--- src/rtl/audio_clip_player.sv ---
// Multi-clip sample player: plays one of NUM_CLIPS ROM regions once or looped,
// one sample per DIV clocks, with gain and optional stereo duplication.
//
// Ports:
//   CLOCK_50, resetn        clock, synchronous active-low reset
//   trigger, clip_sel       start request and clip index
//   loop_en, stop           loop mode (sampled with trigger), abort
//   gain                    output arithmetic right shift (0..3)
//   rom_addr, rom_q         sample ROM address / data (1-cycle latency)
//   audio_out_allowed       codec FIFO has space
//   write_audio_out         FIFO push strobe
//   left/right_channel_audio_out  32-bit channel samples
//   busy, active_clip, done status: playing, latched clip, one-shot end pulse
module audio_clip_player #(
    parameter int ADDR_W    = 18,
    parameter int SAMPLE_W  = 6,
    parameter int NUM_CLIPS = 4,
    parameter int SEL_W     = 2,
    parameter logic [NUM_CLIPS*ADDR_W-1:0] CLIP_START =
        {18'd83255, 18'd66983, 18'd16396, 18'd0},
    parameter logic [NUM_CLIPS*ADDR_W-1:0] CLIP_END =
        {18'd137138, 18'd83254, 18'd66982, 18'd16395},
    parameter int DIV       = 1200,
    parameter bit STEREO    = 1'b1
) (
    input  logic                CLOCK_50,
    input  logic                resetn,
    input  logic                trigger,
    input  logic [SEL_W-1:0]    clip_sel,
    input  logic                loop_en,
    input  logic                stop,
    input  logic [1:0]          gain,
    output logic [ADDR_W-1:0]   rom_addr,
    input  logic [SAMPLE_W-1:0] rom_q,
    input  logic                audio_out_allowed,
    output logic                write_audio_out,
    output logic [31:0]         left_channel_audio_out,
    output logic [31:0]         right_channel_audio_out,
    output logic                busy,
    output logic [SEL_W-1:0]    active_clip,
    output logic                done
);

    typedef enum logic [1:0] {IDLE, FETCH, LATCH, HOLD} state_t;

    localparam int CNT_W = $clog2(DIV);
    // HOLD lasts DIV-2 cycles, so its last cycle has count DIV-3.
    localparam logic [CNT_W-1:0] HOLD_LAST = CNT_W'(DIV - 3);

    state_t              state, state_n;
    logic [CNT_W-1:0]    cnt, cnt_n;
    logic [SAMPLE_W-1:0] sample_reg, sample_n;
    logic [ADDR_W-1:0]   addr_n;
    logic [31:0]         left_n, right_n;
    logic                busy_n, done_n, loop_q, loop_n;
    logic [SEL_W-1:0]    clip_n;
    logic signed [31:0]  aligned, shaped;
    logic                trig_ok;

    function automatic logic [ADDR_W-1:0] start_of(input logic [SEL_W-1:0] i);
        return CLIP_START[int'(i)*ADDR_W +: ADDR_W];
    endfunction

    function automatic logic [ADDR_W-1:0] end_of(input logic [SEL_W-1:0] i);
        return CLIP_END[int'(i)*ADDR_W +: ADDR_W];
    endfunction

    assign trig_ok = trigger && (int'(clip_sel) < NUM_CLIPS);
    assign aligned = $signed({rom_q, {(32-SAMPLE_W){1'b0}}});
    assign shaped  = aligned >>> gain;
    assign write_audio_out = busy & audio_out_allowed;

    always_ff @(posedge CLOCK_50) begin
        if (!resetn) begin
            state                   <= IDLE;
            cnt                     <= '0;
            sample_reg              <= '0;
            rom_addr                <= '0;
            left_channel_audio_out  <= '0;
            right_channel_audio_out <= '0;
            busy                    <= 1'b0;
            done                    <= 1'b0;
            active_clip             <= '0;
            loop_q                  <= 1'b0;
        end else begin
            state                   <= state_n;
            cnt                     <= cnt_n;
            sample_reg              <= sample_n;
            rom_addr                <= addr_n;
            left_channel_audio_out  <= left_n;
            right_channel_audio_out <= right_n;
            busy                    <= busy_n;
            done                    <= done_n;
            active_clip             <= clip_n;
            loop_q                  <= loop_n;
        end
    end

    always_comb begin
        state_n  = state;
        cnt_n    = cnt;
        sample_n = sample_reg;
        addr_n   = rom_addr;
        left_n   = left_channel_audio_out;
        right_n  = right_channel_audio_out;
        busy_n   = busy;
        done_n   = 1'b0;
        clip_n   = active_clip;
        loop_n   = loop_q;
        if (stop) begin
            // stop always drops a coincident trigger
            if (state != IDLE) begin
                state_n  = IDLE;
                cnt_n    = '0;
                busy_n   = 1'b0;
                sample_n = '0;
                left_n   = '0;
                right_n  = '0;
            end
        end else if (trig_ok) begin
            clip_n  = clip_sel;
            loop_n  = loop_en;
            addr_n  = start_of(clip_sel);
            busy_n  = 1'b1;
            cnt_n   = '0;
            state_n = FETCH;
        end else begin
            unique case (state)
                IDLE: ;
                FETCH: state_n = LATCH;
                LATCH: begin
                    // rom_q now reflects the address driven during FETCH
                    sample_n = rom_q;
                    left_n   = shaped;
                    right_n  = STEREO ? shaped : '0;
                    cnt_n    = '0;
                    state_n  = HOLD;
                end
                HOLD: begin
                    if (cnt == HOLD_LAST) begin
                        cnt_n = '0;
                        if (rom_addr != end_of(active_clip)) begin
                            addr_n  = rom_addr + ADDR_W'(1);
                            state_n = FETCH;
                        end else if (loop_q) begin
                            addr_n  = start_of(active_clip);
                            state_n = FETCH;
                        end else begin
                            state_n  = IDLE;
                            busy_n   = 1'b0;
                            done_n   = 1'b1;
                            sample_n = '0;
                            left_n   = '0;
                            right_n  = '0;
                        end
                    end else begin
                        cnt_n = cnt + CNT_W'(1);
                    end
                end
                default: state_n = IDLE;
            endcase
        end
    end

endmodule
--- config.mk ---
export PLATFORM = sky130hd
export DESIGN_NAME = audio_clip_player
export DESIGN_NICKNAME = d
export VERILOG_FILES = /design/src/rtl/audio_clip_player.sv
export SDC_FILE = /design/constraint.sdc
export NUM_CORES = 1
export LEC_CHECK = 0
export ABC_AREA = 1
export ABC_CLOCK_PERIOD_IN_PS = 4860
export BUFFER_PORTS_ARGS = -buffer_cell sky130_fd_sc_hd__buf_4
export CAP_MARGIN = 20
export CORE_MARGIN = 3
export CORE_UTILIZATION = 32
export CTS_CLUSTER_DIAMETER = 120
export CTS_CLUSTER_SIZE = 30
export DETAILED_ROUTE_END_ITERATION = 10
export GPL_ROUTABILITY_DRIVEN = 0
export GPL_TIMING_DRIVEN = 0
export PLACE_DENSITY = 0.62
export SETUP_SLACK_MARGIN = 0.05
export SLEW_MARGIN = 40
export SYNTH_ARGS = -nofsm -noshare
export SYNTH_HDL_FRONTEND = slang
export SYNTH_SLANG_ARGS = --single-unit
--- constraint.sdc ---
create_clock -name CLOCK_50 -period 4.86 [get_ports CLOCK_50]
set_input_delay 0.243 -clock CLOCK_50 [delete_from_list [all_inputs] [get_ports CLOCK_50]]
set_output_delay 0.243 -clock CLOCK_50 [all_outputs]
set_load 0.03 [all_outputs]
==> flow_summary.json <==
{
  "clock_latency_ns": 0.30,
  "rsz0062_at_grt": "no",
  "crit_family": "simple AND/OR/NAND/NOR gates",
  "crit_arrival_ns": 2.57,
  "cp_data_required_time_ns": 5.05,
  "hold_ws_ns": 0.227,
  "first_global_vias": 2989,
  "grt_max_degree": 15,
  "clkPwrFrac": 0.272,
  "ys_ff_latch": 45,
  "io_pins": 103,
  "post-route-util": 0.421,
  "vias": 3338,
  "clk_path_buf_depth": 2,
  "core-area_sq_um": 9950,
  "power_frac_comb": 0.336,
  "hp-class": "primary input to flip-flop",
  "yosysTopAreaCell": "dfxtp_1",
  "crit_chain": "inv_1 > ha_1 > nand2_1 > nand2_1 > nor2_1 > nand2_1 > nor2_2 > nand3_1 > nand2_1 > nand2_4 > buf_6 > o21ai_0 > nor2_1",
  "netlist_area_sq_um": 3340,
  "rrSetupSlack_ns": 2.48,
  "overflow": 0,
  "cts_buffers": 5,
  "slew_headroom": 0.619,
  "dp_hpwl_um": 6790,
  "p_leak_uw": 0.00204,
  "hold_violations": 0,
  "finalClockSkew_ns": 0.0129,
  "cp-start-kind": "flip-flop",
  "syn_to_final_growth_pct": 25.5,
  "grt_usage": 0.145,
  "syn_inst": 516,
  "clockRootBuffer": "clkbuf_8",
  "dieArea_sq_um": 11700,
  "dp_worst_setup_slack_ns": 2.53,
  "antenna_found_initial": 0,
  "wl_per_cell_um": 11.5,
  "clk_pin_slew_ns": 0.09,
  "start_util": 0.335,
  "peakVddDrop_uv": 106,
  "maxSlewViolCount": 0,
  "diodes": 0,
  "powerDensity_nw_per_um2": 254,
  "synth_seq_area_share": 0.270,
  "worst_pin_slew_ns": 0.572,
  "status": "finished clean",
  "holdBufCountCts": 0,
  "drc_errors": 0,
  "worstPathMaxFanout": 10,
  "p_int_uw": 678,
  "synth_edf_count": 0,
  "drtIter0Drc": 111,
  "final_common_cell": "buf_4",
  "postSynth.asyncResetShare": 0,
  "avgSynthCellArea_sq_um": 6.46,
  "fin_crit_sh": 0.490,
  "cpMostUsedCell": "nand2_1",
  "vias_per_cell": 4.42,
  "routed_wl_um": 8660,
  "setup_viol": 0,
  "yosysTopAreaCellShare": 0.270,
  "cts_tree": "built",
  "sw_frac_of_total": 0.363,
  "maxCapViolCount": 0,
  "fp.dieH_um": 108,
  "grt_first_pass_wirelength_um": 13900,
  "fin_nets": 648,
  "synth_cell_types": 35,
  "crit_path_end_kind": "flip-flop",
  "p_sw_uw": 387,
  "rows": 36,
  "ant_nets": 0,
  "critPathSlowestCell": "dfxtp_1",
  "path_class": "flip-flop to flip-flop",
  "p_seq_frac": 0.392,
  "layout_common_cells": "buf_4 (111), nand2_1 (101), nor2_1 (91)",
  "postCtsSetupBuffers": 0,
  "ctsResizeCount": 0,
  "drive_above_1_share": 0.233,
  "clock.fmax_mhz": 420,
  "cts.sinks": 45,
  "path_buf_inv": 2,
  "synth_flop_cell": "dfxtp_1",
  "yosys-top-cells-area": "dfxtp_1 (27%), buf_4 (13%), nand2_1 (11%)",
  "first_pass_iters": 4,
  "p_total_uw": 1060,
  "fin_ws_ns": 2.48,
  "die_x_um": 108,
  "fin_tns_setup_ns": 0,
  "cts_max_level": 2,
  "critical_path.max_stage_delay_ns": 0.48,
  "fin_crit_ns": 2.38,
  "synth_warnings": 0,
  "io_buffers": 54
}
## metal layers
metal / track usage / routed length [um] / vias to the layer above
li1: - / - / 1755
met2: 0.251 / 4070 / 94
met4: 0.0343 / 68 / 0
met1: 0.188 / 3940 / 1481
met3: 0.0257 / 587 / 8
met5: 0 / 0 / -
## worst reg2reg max path, delay by kind of cell (launching register included)
family          cells  cell delay (ns)
flops               1             0.48
fa+ha+maj           1             0.37
buf+inv             2             0.34
simple gates        9             0.94
compound gates      1             0.15
## Yosys cell counts, types with 2 or more instances
library cell,number
o21ai_2,2
nor2_2,3
ha_1,10
nor4_1,3
buf_2,4
o21ai_1,2
o21ai_0,27
a211oi_1,2
xnor2_1,2
inv_1,49
buf_6,5
nand2_2,4
nand2_1,101
clkbuf_1,2
dfxtp_1,45
nand4_1,3
nand3_1,28
nor3b_1,3
buf_4,57
nor2_1,91
a21oi_1,32
xor2_1,8
nand2_4,2
nor3_1,20
## cells by family (layout without fill, tap and decap cells)
logic type,count (synthesis),count (layout),share of synthesized area
compound gates,70,70,0.117
xor+xnor,10,10,0.0263
fa+ha+maj,10,10,0.0375
buf+inv,118,180,0.210
flops,45,45,0.270
mux,1,1,0.00338
other cells,1,46,0.00112
simple gates,261,261,0.335
## sequential cells by signal (all words and copies together) (netlist names)
name / count
active_clip: 2
loop_q: 1
busy: 1
right_channel_audio_out: 9
done: 1
state: 2
rom_addr: 18
cnt: 11
## through the flow
step | instance area [sq um] | cells
after floorplan | 3500 | 561
after global placement | 4080 | 748
after detailed placement | 4080 | 748
after CTS | 4190 | 756
after global routing | 4190 | 756
final | 4190 | 756
## path summary, 6_finish.rpt
check | startpoint | end | cells past startpoint
min | loop_en | loop_q | 3
min reg2reg | right_channel_audio_out[24] | right_channel_audio_out[24] | 2
max reg2reg | active_clip[0] | rom_addr[3] | 13
max | active_clip[0] | rom_addr[3] | 13
## power groups by stage
stage,Clock (uW),Sequential (uW),Combinational [uW]
after global routing,314,422,391
final,290,417,358
after detailed placement,0,426,357
after floorplan,0,453,238
after global placement,0,425,352
after CTS,301,417,358
## area by class of cell
cell class	instances	area [sq um]
plain buffers	68	512
repair buffers	54	405
well taps	133	166
inverters	50	188
flip-flops and latches	45	901
clock inverters	2	38.8
clock buffers	6	72.6
multi-input cells	398	1900
fillers	1042	5770
No activity file was read; power rests on OpenSTA's default activity.
